## config.mk

```make
export PLATFORM = sky130hd
export DESIGN_NAME = ifetch_queue
export DESIGN_NICKNAME = d
export VERILOG_FILES = /design/src/rtl/ifetch_queue.sv
export SDC_FILE = /design/constraint.sdc
export NUM_CORES = 1
export LEC_CHECK = 0
export CORE_MARGIN = 4
export CORE_UTILIZATION = 30
export DETAILED_ROUTE_END_ITERATION = 12
export GPL_ROUTABILITY_DRIVEN = 1
export PLACE_DENSITY_LB_ADDON = 0.3
export REMOVE_ABC_BUFFERS = 1
export SLEW_MARGIN = 10
export SYNTH_ARGS = -nofsm -noshare
export SYNTH_HDL_FRONTEND = slang
export SYNTH_SLANG_ARGS = --single-unit
```

## constraint.sdc

```tcl
create_clock -name clock -period 3.1 [get_ports clock]
set_input_delay 0.62 -clock clock [delete_from_list [all_inputs] [get_ports clock]]
set_output_delay 0.62 -clock clock [all_outputs]
set_load 0.005 [all_outputs]
```

## src/rtl/ifetch_queue.sv

```systemverilog
// ifetch_queue: instruction prefetch FIFO between synchronous instruction memory and the CPU
module ifetch_queue #(
    parameter int DEPTH = 4,
    parameter int AW = 8,
    parameter int DW = 16,
    parameter logic [DW-1:0] NOP_WORD = '0
) (
    input  logic          clock,
    input  logic          reset,
    input  logic          enable,
    output logic          imem_rd,
    output logic [AW-1:0] imem_addr,
    input  logic [DW-1:0] imem_data,
    output logic [DW-1:0] i_datain,
    output logic [AW-1:0] i_pc,
    output logic          i_valid,
    input  logic          i_ready,
    input  logic          redirect,
    input  logic [AW-1:0] redirect_pc
);
    localparam int PW = $clog2(DEPTH);
    localparam int CW = PW + 1;

    logic [AW-1:0]    fetch_pc;
    logic [DW+AW-1:0] mem [DEPTH];
    logic [PW-1:0]    rd_ptr;
    logic [PW-1:0]    wr_ptr;
    logic [CW-1:0]    count;
    logic             inflight;
    logic [AW-1:0]    inflight_pc;
    logic             kill;
    logic             issue;
    logic             push;
    logic             pop;
    logic [DW+AW-1:0] head;

    // Issue credit counts buffered plus outstanding words so a returning read always has a slot
    always_comb begin
        issue = !reset && enable && !redirect && (count + CW'(inflight)) < CW'(DEPTH);
        push = inflight && !kill && !redirect;
        head = mem[rd_ptr];
        i_valid = !reset && count != '0;
        pop = i_valid && i_ready && !redirect;
        i_datain = i_valid ? head[DW+AW-1:AW] : NOP_WORD;
        i_pc = i_valid ? head[AW-1:0] : (reset ? '0 : fetch_pc);
        imem_rd = issue;
        imem_addr = reset ? '0 : fetch_pc;
    end

    // Returned words land at the tail tagged with the address they were fetched from
    always_ff @(posedge clock) begin
        if (push)
            mem[wr_ptr] <= {imem_data, inflight_pc};
    end

    // Fetch pointer, FIFO bookkeeping and the read-tracking flags; redirect wins over everything
    always_ff @(posedge clock) begin
        if (reset) begin
            fetch_pc <= '0;
            rd_ptr <= '0;
            wr_ptr <= '0;
            count <= '0;
            inflight <= 1'b0;
            inflight_pc <= '0;
            kill <= 1'b0;
        end else begin
            assert (!(push && !pop && count == CW'(DEPTH)));
            if (redirect) begin
                fetch_pc <= redirect_pc;
                rd_ptr <= '0;
                wr_ptr <= '0;
                count <= '0;
            end else begin
                if (issue)
                    fetch_pc <= fetch_pc + AW'(1);
                if (push)
                    wr_ptr <= wr_ptr + PW'(1);
                if (pop)
                    rd_ptr <= rd_ptr + PW'(1);
                count <= count + CW'(push) - CW'(pop);
            end
            inflight <= issue;
            if (issue)
                inflight_pc <= fetch_pc;
            kill <= redirect || (kill && !issue);
        end
    end
endmodule

```

Yosys cells after proc, flatten, opt, wreduce, memory -nomap -nowiden:

Memories as Yosys holds them, arrays and structs flattened. A register that Yosys moved wholly into a read port is not among the register bits.
Index checks and enable logic that the tools add are counted.

* reduce and logical (&&, ||, !) cells: 17
* multiplexer cells: 9
* magnitude comparators: 1
* add/subtract/negate cells: 6

Operators with widths (number)
* 8-bit 2-to-1 mux: 4
* 16-bit 2-to-1 mux: 1
* 1-bit logical AND: 9
* 8-bit by 1-bit adder with 8-bit output (second input constant): 1
* 3-bit by 1-bit adder with 3-bit output: 2
* 2-bit by 1-bit adder with 2-bit output (second input constant): 2
* 1-bit zero test: 4
* 2-bit 2-to-1 mux: 2
* 3-bit less-than comparator (second input constant): 1
* 3-bit nonzero test: 1
* 3-bit by 1-bit subtractor with 3-bit output: 1
* 1-bit 2-to-1 mux: 2
* 2-bit nonzero test: 1
* 2-bit OR reduction: 1
* 1-bit logical OR: 1

* bits in registers: 25
* logic and storage cells: 41
* bits in writable memories: 96
* memories: 1

Memories
* mem: words 4, bits a word 24, read ports 1, clocked after Yosys merged registers in 1, wr ports 1, line 25 `logic [DW+AW-1:0] mem [DEPTH];`

Logic depth before layout (Yosys ltp):

Gate-level depths: netlist of run 1.

* depth in word-level cells: 7
* mapped depth: 13

Least setup slack after synthesis of run 1:

No wires, ideal clock.

* kind: input to register
* start: input port redirect
* end: register count[2]
* path slack: 0.451 ns
* setup time: 0.124 ns
* stages on the path: 11
* data required time: 2.976 ns
* path buffers: 1
* arrival time: 2.525 ns
* path through: clkbuf_1 nor3b_1 inv_1 ha_1 inv_1 ha_1 inv_1 fa_1 xor2_1 xnor2_1 nor2_1

* cells in the longest elaborated chain, start to end: 4

RTL lines
* start: declaration: line 18 `input logic redirect,`
* 1-bit zero test: line 40, 43
* 1-bit logical AND: line 40 `push = inflight && !kill && !redirect;`
* 3-bit by 1-bit adder with 3-bit output: line 80 `count <= count + CW'(push) - CW'(pop);`
* 3-bit by 1-bit subtractor with 3-bit output: line 80
* end signal: assignment: line 80
* end: declaration: line 28 `logic [CW-1:0] count;`

Several ways; a longest one is shown, not always the timed one.
A chain may end at the register's enable or synchronous reset.

==> results of run 1 <==
-- per-layer routing --
layer  share of wire, %  vias up
met5                  0        -
met4               0.53        0
met3                3.4        4
met2                 51       49
met1                 45     1518
li1                   -     1421
-- critical path, delay by kind of cell (launching register included) --
family	cells	cell delay (ns)
AND/OR/NAND/NOR	1	0.06
buffers and inverters	1	0.58
AO/OA/AOI/OAI	1	0.29
flip-flops	1	0.70
multiplexers	1	0.32
-- registers in the layout, summed over array words and instances, names as in the netlist, named ones only --
signal	flops
inflight_pc	8
inflight	1
count	3
mem	96
rd_ptr	2
kill	1
fetch_pc	8
wr_ptr	2
-- power by group through the flow --
stage	combinational [W]	sequential, W	clock [W]
2_1_floorplan	0.0000571	0.00184	0
3_3_place_gp	0.000165	0.00184	0
3_5_place_dp	0.000167	0.00185	0
4_1_cts	0.000168	0.00181	0.00214
5_1_grt	0.000181	0.00181	0.00223
6_report	0.000165	0.00181	0.00210
-- logic make-up (layout without fill, tap and decap cells) --
kind of cell | after synthesis | in the layout
and+or+nand+nor | 100 | 100
DFF | 123 | 123
xor gates and xnor gates | 7 | 7
adders and majority gates | 8 | 8
muxes | 32 | 32
AOI/OAI and AO/OA | 28 | 28
buffers and inverters | 28 | 128
-- final timing paths --
| path | cells after the start | endpoint |
|---|---|---|
| worst max-delay path | 4 | i_pc[2] |
| worst min register to register | 0 | mem[2][3] |
| worst max register to register | 11 | count[2] |
| worst min-delay path | 0 | mem[2][3] |
-- synthesized netlist by cell type --
| library cell | instances | area (um^2) |
|---|---|---|
| fa_1 | 1 | 20.0 |
| a311oi_1 | 3 | 26.3 |
| o31a_1 | 1 | 8.76 |
| o31ai_1 | 2 | 15.0 |
| or3_1 | 4 | 25.0 |
| and4_1 | 1 | 8.76 |
| o311a_1 | 1 | 10.0 |
| mux2_2 | 8 | 90.1 |
| nor3_1 | 3 | 15.0 |
| mux4_2 | 24 | 541 |
| and2_1 | 4 | 25.0 |
| nand3_1 | 5 | 25.0 |
| and3_1 | 17 | 106 |
| o2111a_1 | 1 | 11.3 |
| ha_1 | 7 | 87.6 |
| nand4_1 | 1 | 6.26 |
| xnor2_1 | 3 | 26.3 |
| a211oi_1 | 1 | 7.51 |
| nand2_1 | 24 | 90.1 |
| nand2b_1 | 2 | 12.5 |
| nor3b_1 | 2 | 15.0 |
| buf_2 | 5 | 25.0 |
| a2111oi_0 | 1 | 8.76 |
| a211o_1 | 1 | 8.76 |
| edfxtp_1 | 96 | 2880 |
| inv_1 | 10 | 37.5 |
| a21oi_1 | 10 | 50.1 |
| nand2_2 | 1 | 6.26 |
| nor2b_1 | 17 | 106 |
| a221oi_1 | 1 | 8.76 |
| buf_4 | 1 | 7.51 |
| xor2_1 | 4 | 35.0 |
| nor2_1 | 15 | 56.3 |
| nor4_1 | 2 | 12.5 |
| dfxtp_1 | 27 | 541 |
| a31oi_1 | 2 | 12.5 |
| buf_1 | 1 | 3.75 |
| clkbuf_1 | 11 | 41.3 |
| o21ai_0 | 4 | 20.0 |
| or4_1 | 2 | 15.0 |
-- stage by stage --
step / utilization, % / instances / total power, W / area [um^2]
5_1_grt: 40.8 / 646 / 0.00422 / 6750
2_1_floorplan: - / 308 / 0.00190 / 4970
6_report: 40.8 / 646 / 0.00407 / 6750
3_5_place_dp: 37.0 / 614 / 0.00201 / 6110
3_3_place_gp: 37.0 / 614 / 0.00201 / 6110
4_1_cts: 40.8 / 646 / 0.00411 / 6750
-- cell type report --
class | instances | area [um^2]
clock inverter | 15 | 211
fill | 1518 | 9770
sequential | 123 | 3420
timing repair buffer | 86 | 863
inverter | 10 | 37.5
tap | 220 | 275
multi-input combinational | 175 | 1510
clock buffer | 17 | 425
==> reports/results.tsv, run 1 <==
stage	metric	value	unit
floorplanning	fp.dieArea	19000	um^2
synthesis	ys.warnings.count	0	
clocking	clkTransAtPathRegs	0.06	ns
setup_path	crit_slowest_cell	dfxtp_1	
clocking	ctsHtreeMaxLevel	4	
global_routing	use_met3	3.51	%
global_routing	top_usage_layer	met2	
detailed_routing	post_drt_wl_per_cell	17.0	um
pwr	vdd_ir_drop_max	407	uV
setup_path	start_kind	register	
placement	port_buffers	62	
global_routing	grtUsageMet2	20.5	%
sta	fin_ws	0.126	ns
sta	final-hold-violation-count	0	
sta	whs	0.502	ns
sta	slew_headroom	59.8	%
floorplanning	die_height	138	um
clocking	clk_path_buf_depth	2	
pwr	internal_power	0.00324	W
sta	fin_crit_sh	96.0	%
global_routing	grt_max_degree	35	
pwr	p_comb_share	4.1	%
sta	fin_crit	2.97	ns
pwr	seq_power_share	44.4	%
pwr	p_sw	0.000829	W
detailed_routing	first_pass_iters	6	
setup_path	cp_max_fo	11	
placement	hpwlAfterDp	7.57	mm
global_routing	grt_use_met1	15.3	%
pwr	p_sw_share	20.4	%
sta	tns	0	ns
synthesis	synthDistinctLibCells	40	
detailed_routing	num_vias	2992	
clocking	cts_tree	yes	
synthesis	ys_seq_area_share	67.8	%
clocking	cts_buffers	17	
synthesis	synthMuxAreaShare	12.5	%
global_routing	grt_overflow	0	
global_routing	grt.total_usage	12.2	%
detailed_routing	drt_iter0_drc	255	
sta	setup_viol	0	
clocking	cts_hold_buffers	0	
synthesis	synth_compound_area_share	3.72	%
sta	drv_slew	0	
detailed_routing	totalWireLength	11.0	mm
synthesis	synth_xor_area_share	1.21	%
clocking	postCtsSetupRepairBufs	0	
final_layout	nets	450	
final_layout	layout_common_cells	edfxtp_1 (96), clkdlybuf4s50_1 (62), dfxtp_1 (26)	
clocking	cts_resized	0	
synthesis	synthSimpleGateAreaFrac	10.4	%
synthesis	synth_top_family_by_area	multiplexers	
sta	rsz0062_at_grt	no	
synthesis	synth-adder-area-share	2.13	%
pwr	p_per_area	604	nW/um^2
detailed_routing	ant_nets	0	
global_routing	grt_pass1_wl	17.1	mm
status	status	completed	
flow_run	cap_violations	0	
clocking	cts_root_buf	clkbuf_16	
sta	clock-skew-final	0.00922	ns
setup_path	ff2ff_setup_slack	0.63	ns
sta	fmax	336	MHz
setup_path	path_class	reg2out	
floorplanning	start_util	30.6	%
final_layout	n_antenna_cell	0	
hold_path	min_path_type	reg2reg	
setup_path	required	2.48	ns
floorplanning	die_width	138	um
setup_path	worst_setup_path_end_kind	primary output	
floorplanning	ios	63	
setup_path	critical_path_arrival	2.35	ns
placement	dp_slack	0.249	ns
detailed_routing	viasPerCell	4.63	
global_routing	grt_pass1_vias	3246	
placement	gp_congestion	0.745	
setup_path	r2r-start	count[2]	
detailed_routing	drc_errors	0	
synthesis	avgSynthCellArea	15.5	um^2
hold_path	hp-start	inflight_pc[3]	
synthesis	yosys_register_bits	123	
pwr	power.leakage	2.37	nW
sta	worstMarginPinSlew	0.603	ns
synthesis	syn_inst	326	
clocking	clk_latency	0.41	ns
clocking	cts_num_sinks	123	
floorplanning	rows	47	
setup_path	crit_path_cell_trace	mux4_2 > nand2_1 > a21oi_1 > clkdlybuf4s50_1	
floorplanning	core	16500	um^2
final_layout	syn2layout_area_growth	33.6	%
global_routing	antenna_found_initial	0	
pwr	clkPwrFrac	51.5	%
final_layout	mostFrequentLayoutCell	edfxtp_1	
final_layout	drive_above_1_share	20.9	%
setup_path	critPathMaxStageDelay	0.70	ns
synthesis	netlist_area	5050	um^2
No activity file was read; power rests on OpenSTA's default activity.
==> inputs of run 2 (changes only) <==
--- a/config.mk
+++ b/config.mk
@@ -5,12 +5,14 @@
 export SDC_FILE = /design/constraint.sdc
 export NUM_CORES = 1
 export LEC_CHECK = 0
+export CAP_MARGIN = 20
 export CORE_MARGIN = 4
 export CORE_UTILIZATION = 30
 export DETAILED_ROUTE_END_ITERATION = 12
 export GPL_ROUTABILITY_DRIVEN = 1
 export PLACE_DENSITY_LB_ADDON = 0.3
 export REMOVE_ABC_BUFFERS = 1
+export SETUP_SLACK_MARGIN = 0.1
 export SLEW_MARGIN = 10
 export SYNTH_ARGS = -nofsm -noshare
 export SYNTH_HDL_FRONTEND = slang
==> run 2 against run 1 <==
  * Worst hold slack improved by 0.0025 ns
  * Largest cell class unchanged
  * Register-to-register slack improved by 0.11 ns
  * Routed wire length barely moved
  * Critical path depth rose by 1
  * Via count rose by 1.3%
  * Count of clock-buffer cells in the layout did not move
  * Final cell count did not move
  * Sequential power barely moved
  * Final area rose by 0.13%
  * Global-route usage did not move
  * Combinational power barely moved
==> reports/results.tsv, run 2 (same netlist as run 1, synthesis figures left out) <==
stage	metric	value	unit
sta	final-hold-violation-count	0	
detailed_routing	drc_errors	0	
final_layout	layout_common_cells	edfxtp_1 (96), clkdlybuf4s50_1 (62), dfxtp_1 (25)	
detailed_routing	viasPerCell	4.69	
status	status	completed	
clocking	cts_num_sinks	123	
final_layout	nets	450	
global_routing	grt_overflow	0	
clocking	cts_root_buf	clkbuf_16	
sta	tns	0	ns
sta	whs	0.505	ns
setup_path	required	2.48	ns
flow_run	cap_violations	0	
floorplanning	rows	47	
sta	worstMarginPinSlew	0.460	ns
global_routing	antenna_found_initial	0	
detailed_routing	drt_iter0_drc	251	
floorplanning	die_width	138	um
detailed_routing	first_pass_iters	4	
detailed_routing	post_drt_wl_per_cell	17.0	um
clocking	clkTransAtPathRegs	0.06	ns
pwr	power.leakage	2.37	nW
global_routing	use_met3	3.51	%
floorplanning	core	16500	um^2
detailed_routing	totalWireLength	11.0	mm
clocking	cts_tree	yes	
final_layout	n_antenna_cell	0	
setup_path	start_kind	register	
setup_path	path_class	reg2out	
clocking	postCtsSetupRepairBufs	0	
global_routing	top_usage_layer	met2	
global_routing	grtUsageMet2	20.5	%
placement	port_buffers	62	
floorplanning	start_util	30.6	%
placement	gp_congestion	0.745	
final_layout	reg_top3	mem x96, fetch_pc x8, inflight_pc x8	
global_routing	grt_pass1_vias	3246	
sta	setup_viol	0	
sta	slew_headroom	69.3	%
final_layout	drive_above_1_share	21.4	%
global_routing	grt_use_met1	15.3	%
hold_path	min_path_type	reg2reg	
final_layout	syn2layout_area_growth	33.8	%
sta	fmax	349	MHz
final_layout	largest_reg_flops	96	
pwr	power	0.00408	W
floorplanning	ios	63	
final_layout	mostFrequentLayoutCell	edfxtp_1	
floorplanning	die_height	138	um
sta	fin_crit	2.87	ns
clocking	ctsHtreeMaxLevel	4	
global_routing	grt_max_degree	35	
pwr	vdd_ir_drop_max	412	uV
clocking	cts_hold_buffers	0	
sta	clock-skew-final	0.00736	ns
floorplanning	fp.dieArea	19000	um^2
clocking	clk_path_buf_depth	2	
final_layout	top_register	mem	
placement	hpwlAfterDp	7.57	mm
clocking	cts_buffers	17	
sta	rsz0062_at_grt	no	
clocking	clk_latency	0.41	ns
sta	fin_crit_sh	92.5	%
detailed_routing	num_vias	3031	
setup_path	cp_max_fo	10	
detailed_routing	ant_nets	0	
global_routing	grt.total_usage	12.2	%
setup_path	worst_setup_path_end_kind	primary output	
pwr	p_per_area	603	nW/um^2
setup_path	critical_path_arrival	2.25	ns
global_routing	grt_pass1_wl	17.1	mm
sta	drv_slew	0	
==> run 2: cell types whose count changed in the layout (fill, tap and decap cells not counted) <==
cell / delta
dfxtp_1: -1
dfxtp_4: +1
or3_4: +1
or3_1: -1
==> run 2: stage by stage <==
| stage | std cells | utilization, % | area [um^2] | worst slack, ns |
|---|---|---|---|---|
| 5_1_grt | 646 | 40.9 | 6760 | 0.135 |
| 3_3_place_gp | 614 | 37.0 | 6110 | 0.279 |
| 4_1_cts | 646 | 40.9 | 6750 | 0.102 |
| 2_1_floorplan | 308 | - | 4970 | 0.524 |
| 3_5_place_dp | 614 | 37.0 | 6110 | 0.249 |
| 6_report | 646 | 40.9 | 6760 | 0.232 |
==> run 2: path summary, 6_finish.rpt <==
| path | start | end | slack, ns | cells past startpoint |
|---|---|---|---|---|
| min | kill | kill | 0.50 | 2 |
| max | register | i_pc[2] | 0.23 | 5 |
| max reg2reg | count[2] | count[2] | 0.74 | 11 |
| min reg2reg | kill | kill | 0.50 | 2 |
==> run 2: power breakdown <==
part / internal, W / switching (W)
logic: 0.0000918 / 0.0000735
registers: 0.00179 / 0.0000184
clock network: 0.00136 / 0.000742
total: 0.00324 / 0.000833
==> run 2: repair_timing <==
action                                  4_1_cts  5_1_grt
resized for setup                             1        2
endpoints found under the setup margin        5       12
gates cloned                                  0        0
pin swaps                                     0        0
==> run 2: cell type report <==
class,instances,area (um^2)
Timing Repair Buffer,86,863
Fill cell,1517,9770
Clock buffer,17,425
Clock inverter,15,211
Inverter,10,37.5
Sequential cell,123,3430
Multi-Input combinational cell,175,1520
Tap cell,220,275
==> run 2: metal layers <==
metal  part of all wire, %  wire (um)  up-vias
met5                     0          0        -
met4                   1.2        136        0
met3                   3.9        424       15
met2                    50       5500       64
met1                    45       4920     1532
li1                      -          -     1420
==> run 2: critical path, stage by stage (launching register included) <==
cell	delay (ns)
dfxtp_4	0.45
buf_12	0.18
mux4_2	0.51
nand2_1	0.09
a21oi_1	0.12
clkdlybuf4s50_1	0.48
==> inputs of run 3 (changes only) <==
--- a/config.mk
+++ b/config.mk
@@ -12,7 +12,6 @@
 export GPL_ROUTABILITY_DRIVEN = 1
 export PLACE_DENSITY_LB_ADDON = 0.3
 export REMOVE_ABC_BUFFERS = 1
-export SETUP_SLACK_MARGIN = 0.1
 export SLEW_MARGIN = 10
 export SYNTH_ARGS = -nofsm -noshare
 export SYNTH_HDL_FRONTEND = slang
==> results of run 3 <==
Final layout, timing and power as in run 1 (identical DEF).
